$ cat src/rtl/lu_seq_pkg.sv
// Shared constants for lu_seq: op-code encodings and default widths.
// Optional accumulator feature is controlled by the LU_SEQ_ACC_EN macro.
package lu_seq_pkg;
  localparam int WIDTH_DEF = 8;
  localparam int CNT_W_DEF = 16;

  localparam logic [2:0] OP_NOT_A = 3'b000;
  localparam logic [2:0] OP_AND   = 3'b001;
  localparam logic [2:0] OP_NAND  = 3'b010;
  localparam logic [2:0] OP_XOR   = 3'b011;
  localparam logic [2:0] OP_XNOR  = 3'b100;
  localparam logic [2:0] OP_OR    = 3'b101;
  localparam logic [2:0] OP_NOR   = 3'b110;
  localparam logic [2:0] OP_INV   = 3'b111;
endpackage

$ cat src/rtl/lu_seq_core.sv
// Combinational bitwise logic unit; the invalid op code yields zero with err set.
module lu_seq_core
  import lu_seq_pkg::*;
#(
  parameter int WIDTH = WIDTH_DEF
) (
  input  logic [WIDTH-1:0] a,
  input  logic [WIDTH-1:0] b,
  input  logic [2:0]       op,
  output logic [WIDTH-1:0] result,
  output logic             err
);
  always_comb begin
    result = '0;
    err    = 1'b0;
    case (op)
      OP_NOT_A: result = ~a;
      OP_AND:   result = a & b;
      OP_NAND:  result = ~(a & b);
      OP_XOR:   result = a ^ b;
      OP_XNOR:  result = ~(a ^ b);
      OP_OR:    result = a | b;
      OP_NOR:   result = ~(a | b);
      default:  err    = 1'b1;
    endcase
  end
endmodule

$ cat src/rtl/lu_seq.sv
// Two-stage elastic logic-unit pipeline with op counter.
// Define LU_SEQ_ACC_EN to add the result accumulator selectable via acc_mode.
module lu_seq
  import lu_seq_pkg::*;
#(
  parameter int WIDTH = WIDTH_DEF,
  parameter int CNT_W = CNT_W_DEF
) (
  input  logic             clk,
  input  logic             rst,
  input  logic             in_valid,
  output logic             in_ready,
  input  logic [WIDTH-1:0] a,
  input  logic [WIDTH-1:0] b,
  input  logic [2:0]       op,
  input  logic             acc_mode,
  output logic             out_valid,
  input  logic             out_ready,
  output logic [WIDTH-1:0] result,
  output logic             err,
  output logic             zero,
  output logic [CNT_W-1:0] op_count
);
  logic             s1_valid;
  logic [WIDTH-1:0] s1_a, s1_b, b_eff, core_result;
  logic [2:0]       s1_op;
  logic             core_err;
  logic             out_xfer, s2_load, in_xfer;

  assign out_xfer = out_valid && out_ready;
  assign s2_load  = s1_valid && (!out_valid || out_xfer);
  assign in_ready = !s1_valid || s2_load;
  assign in_xfer  = in_valid && in_ready;

`ifdef LU_SEQ_ACC_EN
  logic             s1_acc_mode;
  logic [WIDTH-1:0] acc;

  // acc always holds the last stage-2 result, so chained ops see their predecessor
  assign b_eff = (s1_acc_mode && s1_op != OP_NOT_A) ? acc : s1_b;

  always_ff @(posedge clk or posedge rst) begin
    if (rst) begin
      s1_acc_mode <= 1'b0;
      acc         <= '0;
    end else begin
      if (in_xfer) s1_acc_mode <= acc_mode;
      if (s2_load) acc <= core_result;
    end
  end
`else
  logic unused_acc_mode;
  assign unused_acc_mode = acc_mode;
  assign b_eff = s1_b;
`endif

  always_ff @(posedge clk or posedge rst) begin
    if (rst) begin
      s1_valid <= 1'b0;
      s1_a     <= '0;
      s1_b     <= '0;
      s1_op    <= '0;
    end else begin
      if (in_xfer) begin
        s1_valid <= 1'b1;
        s1_a     <= a;
        s1_b     <= b;
        s1_op    <= op;
      end else if (s2_load) begin
        s1_valid <= 1'b0;
      end
    end
  end

  lu_seq_core #(.WIDTH(WIDTH)) u_core (
    .a      (s1_a),
    .b      (b_eff),
    .op     (s1_op),
    .result (core_result),
    .err    (core_err)
  );

  always_ff @(posedge clk or posedge rst) begin
    if (rst) begin
      out_valid <= 1'b0;
      result    <= '0;
      err       <= 1'b0;
      zero      <= 1'b0;
      op_count  <= '0;
    end else begin
      if (s2_load) begin
        out_valid <= 1'b1;
        result    <= core_result;
        err       <= core_err;
        zero      <= (core_result == '0);
      end else if (out_xfer) begin
        out_valid <= 1'b0;
      end
      if (out_xfer) op_count <= op_count + CNT_W'(1);
    end
  end
endmodule

$ cat config.mk
export PLATFORM = sky130hd
export DESIGN_NAME = lu_seq
export DESIGN_NICKNAME = d
export VERILOG_FILES = /design/src/rtl/lu_seq_pkg.sv /design/src/rtl/lu_seq_core.sv /design/src/rtl/lu_seq.sv
export SDC_FILE = /design/constraint.sdc
export NUM_CORES = 1
export LEC_CHECK = 0
export CAP_MARGIN = 40
export CELL_PAD_IN_SITES_DETAIL_PLACEMENT = 1
export CELL_PAD_IN_SITES_GLOBAL_PLACEMENT = 2
export CORE_MARGIN = 3
export CORE_UTILIZATION = 36
export CTS_BUF_LIST = sky130_fd_sc_hd__clkbuf_16
export CTS_CLUSTER_SIZE = 28
export DETAILED_ROUTE_END_ITERATION = 7
export PLACE_DENSITY = 0.86
export SLEW_MARGIN = 10
export SYNTH_ARGS = -nofsm -noshare
export SYNTH_HDL_FRONTEND = slang
export SYNTH_SLANG_ARGS = --single-unit
$ cat constraint.sdc
create_clock -name clk -period 3.63 [get_ports clk]
set_input_delay 0.5445 -clock clk [delete_from_list [all_inputs] [get_ports clk]]
set_output_delay 0.5445 -clock clk [all_outputs]
set_load 0.02 [all_outputs]
### Word level (Yosys, flattened, before mapping)

Cells that the tools add are included.

| word-level totals | value |
|---|---|
| bits in registers | 47 |
| output and inout bits | 28 |
| input bits | 24 |
| logic and storage cells | 41 |

| operators by class | value |
|---|---|
| reduce and logical (&&, ||, !) cells | 12 |
| eq/ne operators | 6 |
| bitwise operators | 7 |
| mux-type cells | 6 |
| $add $sub $neg | 1 |

Operator list:

| kind | number |
|---|---|
| $pmux 8 s7 | 1 |
| $not 8->8 | 4 |
| $add 16x1->16 const B | 1 |
| $eq 3x3->1 const B | 3 |
| $and 8x8->8 | 1 |
| $logic_not 8->1 | 1 |
| $or 8x8->8 | 1 |
| $xor 8x8->8 | 1 |
| $reduce_or 7->1 | 1 |
| $eq 3x2->1 const B | 2 |
| $mux 1 | 5 |
| $reduce_bool 2->1 | 2 |
| $eq 3x1->1 const B | 1 |
| $logic_and 1x1->1 | 3 |
| $logic_not 3->1 | 1 |
| $logic_not 1->1 | 2 |
| $logic_or 1x1->1 | 2 |

### Longest topological paths before layout

| logic depth | value |
|---|---|
| word-level depth | 6 |
| gate-level depth with buffers | 8 |
| mapped depth without buffers | 7 |

### By module

From an unflattened synthesis, not the netlist that was laid out.

| unflattened totals | value |
|---|---|
| cells, all modules | 239 |
| area total of the unflattened synthesis | 2738.9 µm² |

Modules (own cells, without submodules):

| module | times used | sequential area each (µm²) | area each (µm²) | cells an instance |
|---|---|---|---|---|
| lu_seq | 1 | 1176.1 | 1931.9 | 132 |
| lu_seq_core | 1 | 0.0 | 807.0 | 107 |

### Worst setup path before layout

OpenSTA, ideal clock, no wires.

| timing | value |
|---|---|
| path kind | in2reg |
| start point | input port out_ready |
| end point | register s1_b[3] (netlist: b_eff[3]) |
| path buffers | 1 |
| setup time | 0.125 ns |
| slack | 1.726 ns |
| cell stages on the path | 4 |
| required time | 3.505 ns |
| arrival | 1.780 ns |
| path through | nand3b_1 nand2_1 buf_2 mux2_2 |

| between the ends | value |
|---|---|
| word-level cells in the longest chain between the ends | 5 |

RTL lines:

| what | line | RTL |
|---|---|---|
| start, declared | lu_seq.sv:18 | `input logic out_ready,` |
| $logic_and 1x1->1 | lu_seq.sv:30 | `assign out_xfer = out_valid && out_ready;` |
| $logic_or 1x1->1 | lu_seq.sv:31 | `assign s2_load = s1_valid && (!out_valid \|\| out_xfer);` |
| $logic_and 1x1->1 | lu_seq.sv:31 |  |
| $logic_or 1x1->1 | lu_seq.sv:32 | `assign in_ready = !s1_valid \|\| s2_load;` |
| $logic_and 1x1->1 | lu_seq.sv:33 | `assign in_xfer = in_valid && in_ready;` |
| end signal, assigned | lu_seq.sv:61 | `s1_b <= '0;` |
| end signal, assigned | lu_seq.sv:67 | `s1_b <= b;` |
| end, declared | lu_seq.sv:25 | `logic [WIDTH-1:0] s1_a, s1_b, b_eff, core_result;` |

No other way between the ends.
A chain may end at the register's enable or synchronous reset.

### Final worst setup path

| timing | value |
|---|---|
| start point | input port out_ready |
| end point | output port in_ready |

| between the ends | value |
|---|---|
| word-level cells in the longest chain between the ends | 4 |

RTL lines:

| what | line | RTL |
|---|---|---|
| $logic_and 1x1->1 | lu_seq.sv:30 |  |
| $logic_or 1x1->1 | lu_seq.sv:31 |  |
| $logic_and 1x1->1 | lu_seq.sv:31 |  |
| $logic_or 1x1->1 | lu_seq.sv:32 |  |
| end, declared | lu_seq.sv:12 | `output logic in_ready,` |

No other way between the ends.

==> metrics.csv <==
stage;metric;value;unit
worst_setup_path;crit_path_top_delay_cell;clkdlybuf4s50_1;
synth;synth_area;2740;um^2
detailed_routing;num_vias;2060;
worst_setup_path;worstPathMaxFanout;4;
worst_setup_path;path_depth;3;
detailed_routing;wire_per_inst;14.3;um
cts;ctsResizeCount;0;
worst_setup_path;worstRegToRegCells;5;
final_layout;fin_area;3520;um^2
timing;setup_viol;0;
cts;cts-root-buf;clkbuf_16;
grt;antenna_found_initial;0;
power;total_power;1.91;mW
status;status;complete, no violations;
place;placed_cell_area;3350;um^2
synth;synth_cell_types;47;
synth;synth_edf_count;0;
floorplan;core.rowCount;31;
worst_setup_path;cp_slowest_stage_delay;630;ps
cts;cts.path.max_buffers;2;
detailed_routing;first_pass_iters;4;
power;max-vdd-ir-drop;0.229;mV
floorplan;initial_core_util;37.4;%
final_layout;final_nets;353;
final_layout;fin_util;48.0;%
synth;syn_inst;263;
synth;synth_fp_nets;304;
timing;finalCritPeriodShare;65.6;%
floorplan;die_y;93.3;um
place;numPortBuffers;50;
synth;ys_ff_latch;47;
final_layout;mostFrequentLayoutCells;50 x clkdlybuf4s50_1, 47 x dfrtp_1, 26 x mux2_2, 23 x nand2_1, 19 x inv_1;
cts;cts_made_buffers;5;
final_layout;final_common_cell;clkdlybuf4s50_1;
timing;layout_min_cycle_time;2380;ps
synth;ys.flop_type;dfrtp_1;
floorplan;die_x;93.3;um
run;maxCapViolations;0;
min_path;hold_path_class;flop to flop;
grt;grt_pass1_wl;10100;um
detailed_routing;drt_iter0_markers;37;
worst_setup_path;critical_path.startpoint;out_ready;
synth;synth.avg_cell_area;10.4;um^2
cts;path_clk_slew;60;ps
place;dp_hpwl;4500;um
cts;post_cts_buffers;0;
synth;ys_warn_count;0;
floorplan;core;7330;um^2
timing;max_freq;0.420;GHz
detailed_routing;detail-route-antenna-nets;0;
grt;grt_pass1_vias;2165;
timing;hold_viol;0;
timing;worst_pin_slew;818;ps
worst_setup_path;path_delay_family;buffers and inverters;
timing;slew_headroom;45.5;%
detailed_routing;routed_wl;5890;um
power;p_per_area;542;nW/um^2
place;gp_congestion;0.739;
worst_setup_path;cp.arrival;1840;ps
final_layout;area_delta_synth_final;28.2;%
synth;seq_area_frac_synth;42.9;%
synth;synthArstFlopShare;100;%
timing;rsz0062_at_grt;false;
worst_setup_path;crit_chain;clkdlybuf4s50_1 > nand3b_1 > clkdlybuf4s50_1;
power;p_leak;1.51;nW
cts;h-tree-depth;2;
detailed_routing;post_drt_via_cell_ratio;5.00;
grt;grt_max_degree;31;
timing;holdWs;469;ps
grt;grt_usage;14.4;%
floorplan;die_area;8700;um^2
worst_setup_path;critical_path_required;3090;ps
worst_setup_path;path_class;primary input to primary output;
worst_setup_path;cpMostUsedCell;clkdlybuf4s50_1;
timing;slew_violations;0;
final_layout;drive_gt1_share;14.7;%
timing;skew;3.70;ps
floorplan;pin_count;52;
worst_setup_path;regToRegEndpoint;zero;
grt;gr-total-overflow;0;
worst_setup_path;path_buf_inv;2;
worst_setup_path;crit_path_end_kind;primary output;
detailed_routing;drc;0;
worst_setup_path;crit_path_end;in_ready;
cts;clock-sinks;47;
final_layout;antenna_cells;0;
timing;fin_setup_tns;0;ps
cts;holdBufCountCts;0;
cts;cts_tree;done;
worst_setup_path;crit_path_start_kind;primary input;
worst_setup_path;reg2reg_from;s1_op[1];
worst_setup_path;reg2reg_slack;1420;ps
cts;clock_latency;290;ps
layer usage:
layer	routed length, um	track usage (%)	share of wire, %	vias to the layer above
met5	0	0	0	-
met4	56	4.03	0.95	0
met3	226	3.06	3.8	4
met2	2820	23.9	48	32
met1	2790	18.9	47	1014
li1	-	-	-	1010
synth_stat cells, drive strengths merged, types with 2 or more instances:
| library cell | number | area (um^2) |
|---|---|---|
| o211ai | 3 | 22.5 |
| o21ai | 14 | 70.1 |
| nand4 | 3 | 18.8 |
| nor2 | 11 | 41.3 |
| nand3 | 7 | 35.0 |
| and2 | 2 | 12.5 |
| a31oi | 2 | 12.5 |
| mux2 | 26 | 293 |
| o2111ai | 2 | 17.5 |
| nand2 | 24 | 92.6 |
| nor3b | 3 | 27.5 |
| and3 | 4 | 25.0 |
| o221ai | 2 | 17.5 |
| nor3 | 4 | 20.0 |
| nor2b | 8 | 50.1 |
| inv | 20 | 75.1 |
| ha | 17 | 213 |
| a311oi | 2 | 17.5 |
| buf | 11 | 81.3 |
| mux2i | 2 | 20.0 |
| xor2 | 4 | 35.0 |
| xnor2 | 11 | 96.3 |
| and2b | 2 | 15.0 |
| nand2b | 9 | 56.3 |
| dfrtp | 47 | 1180 |
| a2111oi | 2 | 23.8 |
| a21oi | 6 | 30.0 |
| a211oi | 3 | 27.5 |
metrics by stage:
| step | std cells | setup slack (ps) |
|---|---|---|
| after floorplan | 263 | 1730 |
| after global placement | 401 | 1170 |
| after detailed placement | 404 | 1240 |
| after CTS | 412 | 1230 |
| after global routing | 412 | 1200 |
| final | 412 | 1250 |
flip-flops by register name, summed over array words and instances (netlist names):
name       flops
op_count      16
b_eff          8
result         8
s1_a           8
s1_op          3
err            1
out_valid      1
s1_valid       1
zero           1
where the power goes:
| part | internal (mW) | switching (mW) | total (mW) |
|---|---|---|---|
| registers | 0.623 | 0.119 | 0.742 |
| clock network | 0.321 | 0.195 | 0.516 |
| logic | 0.336 | 0.313 | 0.649 |
kinds of logic (layout without fill, tap and decap cells):
family	count (synthesis)	after routing	share of synthesized area (%)
AOI/OAI and AO/OA	41	41	10.6
and+or+nand+nor	82	82	15.9
xor gates and xnor gates	15	15	4.79
adders and majority gates	17	17	7.76
muxes	29	29	12.2
DFF	47	47	42.9
buffers and inverters	32	82	5.84
worst min path at each step:
stage,startpoint,endpoint,depth (start not counted)
global placement,op_count[15],op_count[15],1
detailed placement,op_count[15],op_count[15],1
CTS,op_count[15],op_count[15],1
global route,op_count[15],op_count[15],1
floorplan,b_eff[3],b_eff[3],1
finish,op_count[15],op_count[15],1
layout make-up:
class                   count  area, um^2
repair buffers             54         571
inverters                  20        75.1
clock buffers               5         125
fillers                   812        3810
multi-input cells         184        1410
flip-flops and latches     47        1180
clock inverters             3        38.8
well taps                  99         124
Note: power is estimated with default switching activity, not from simulation.
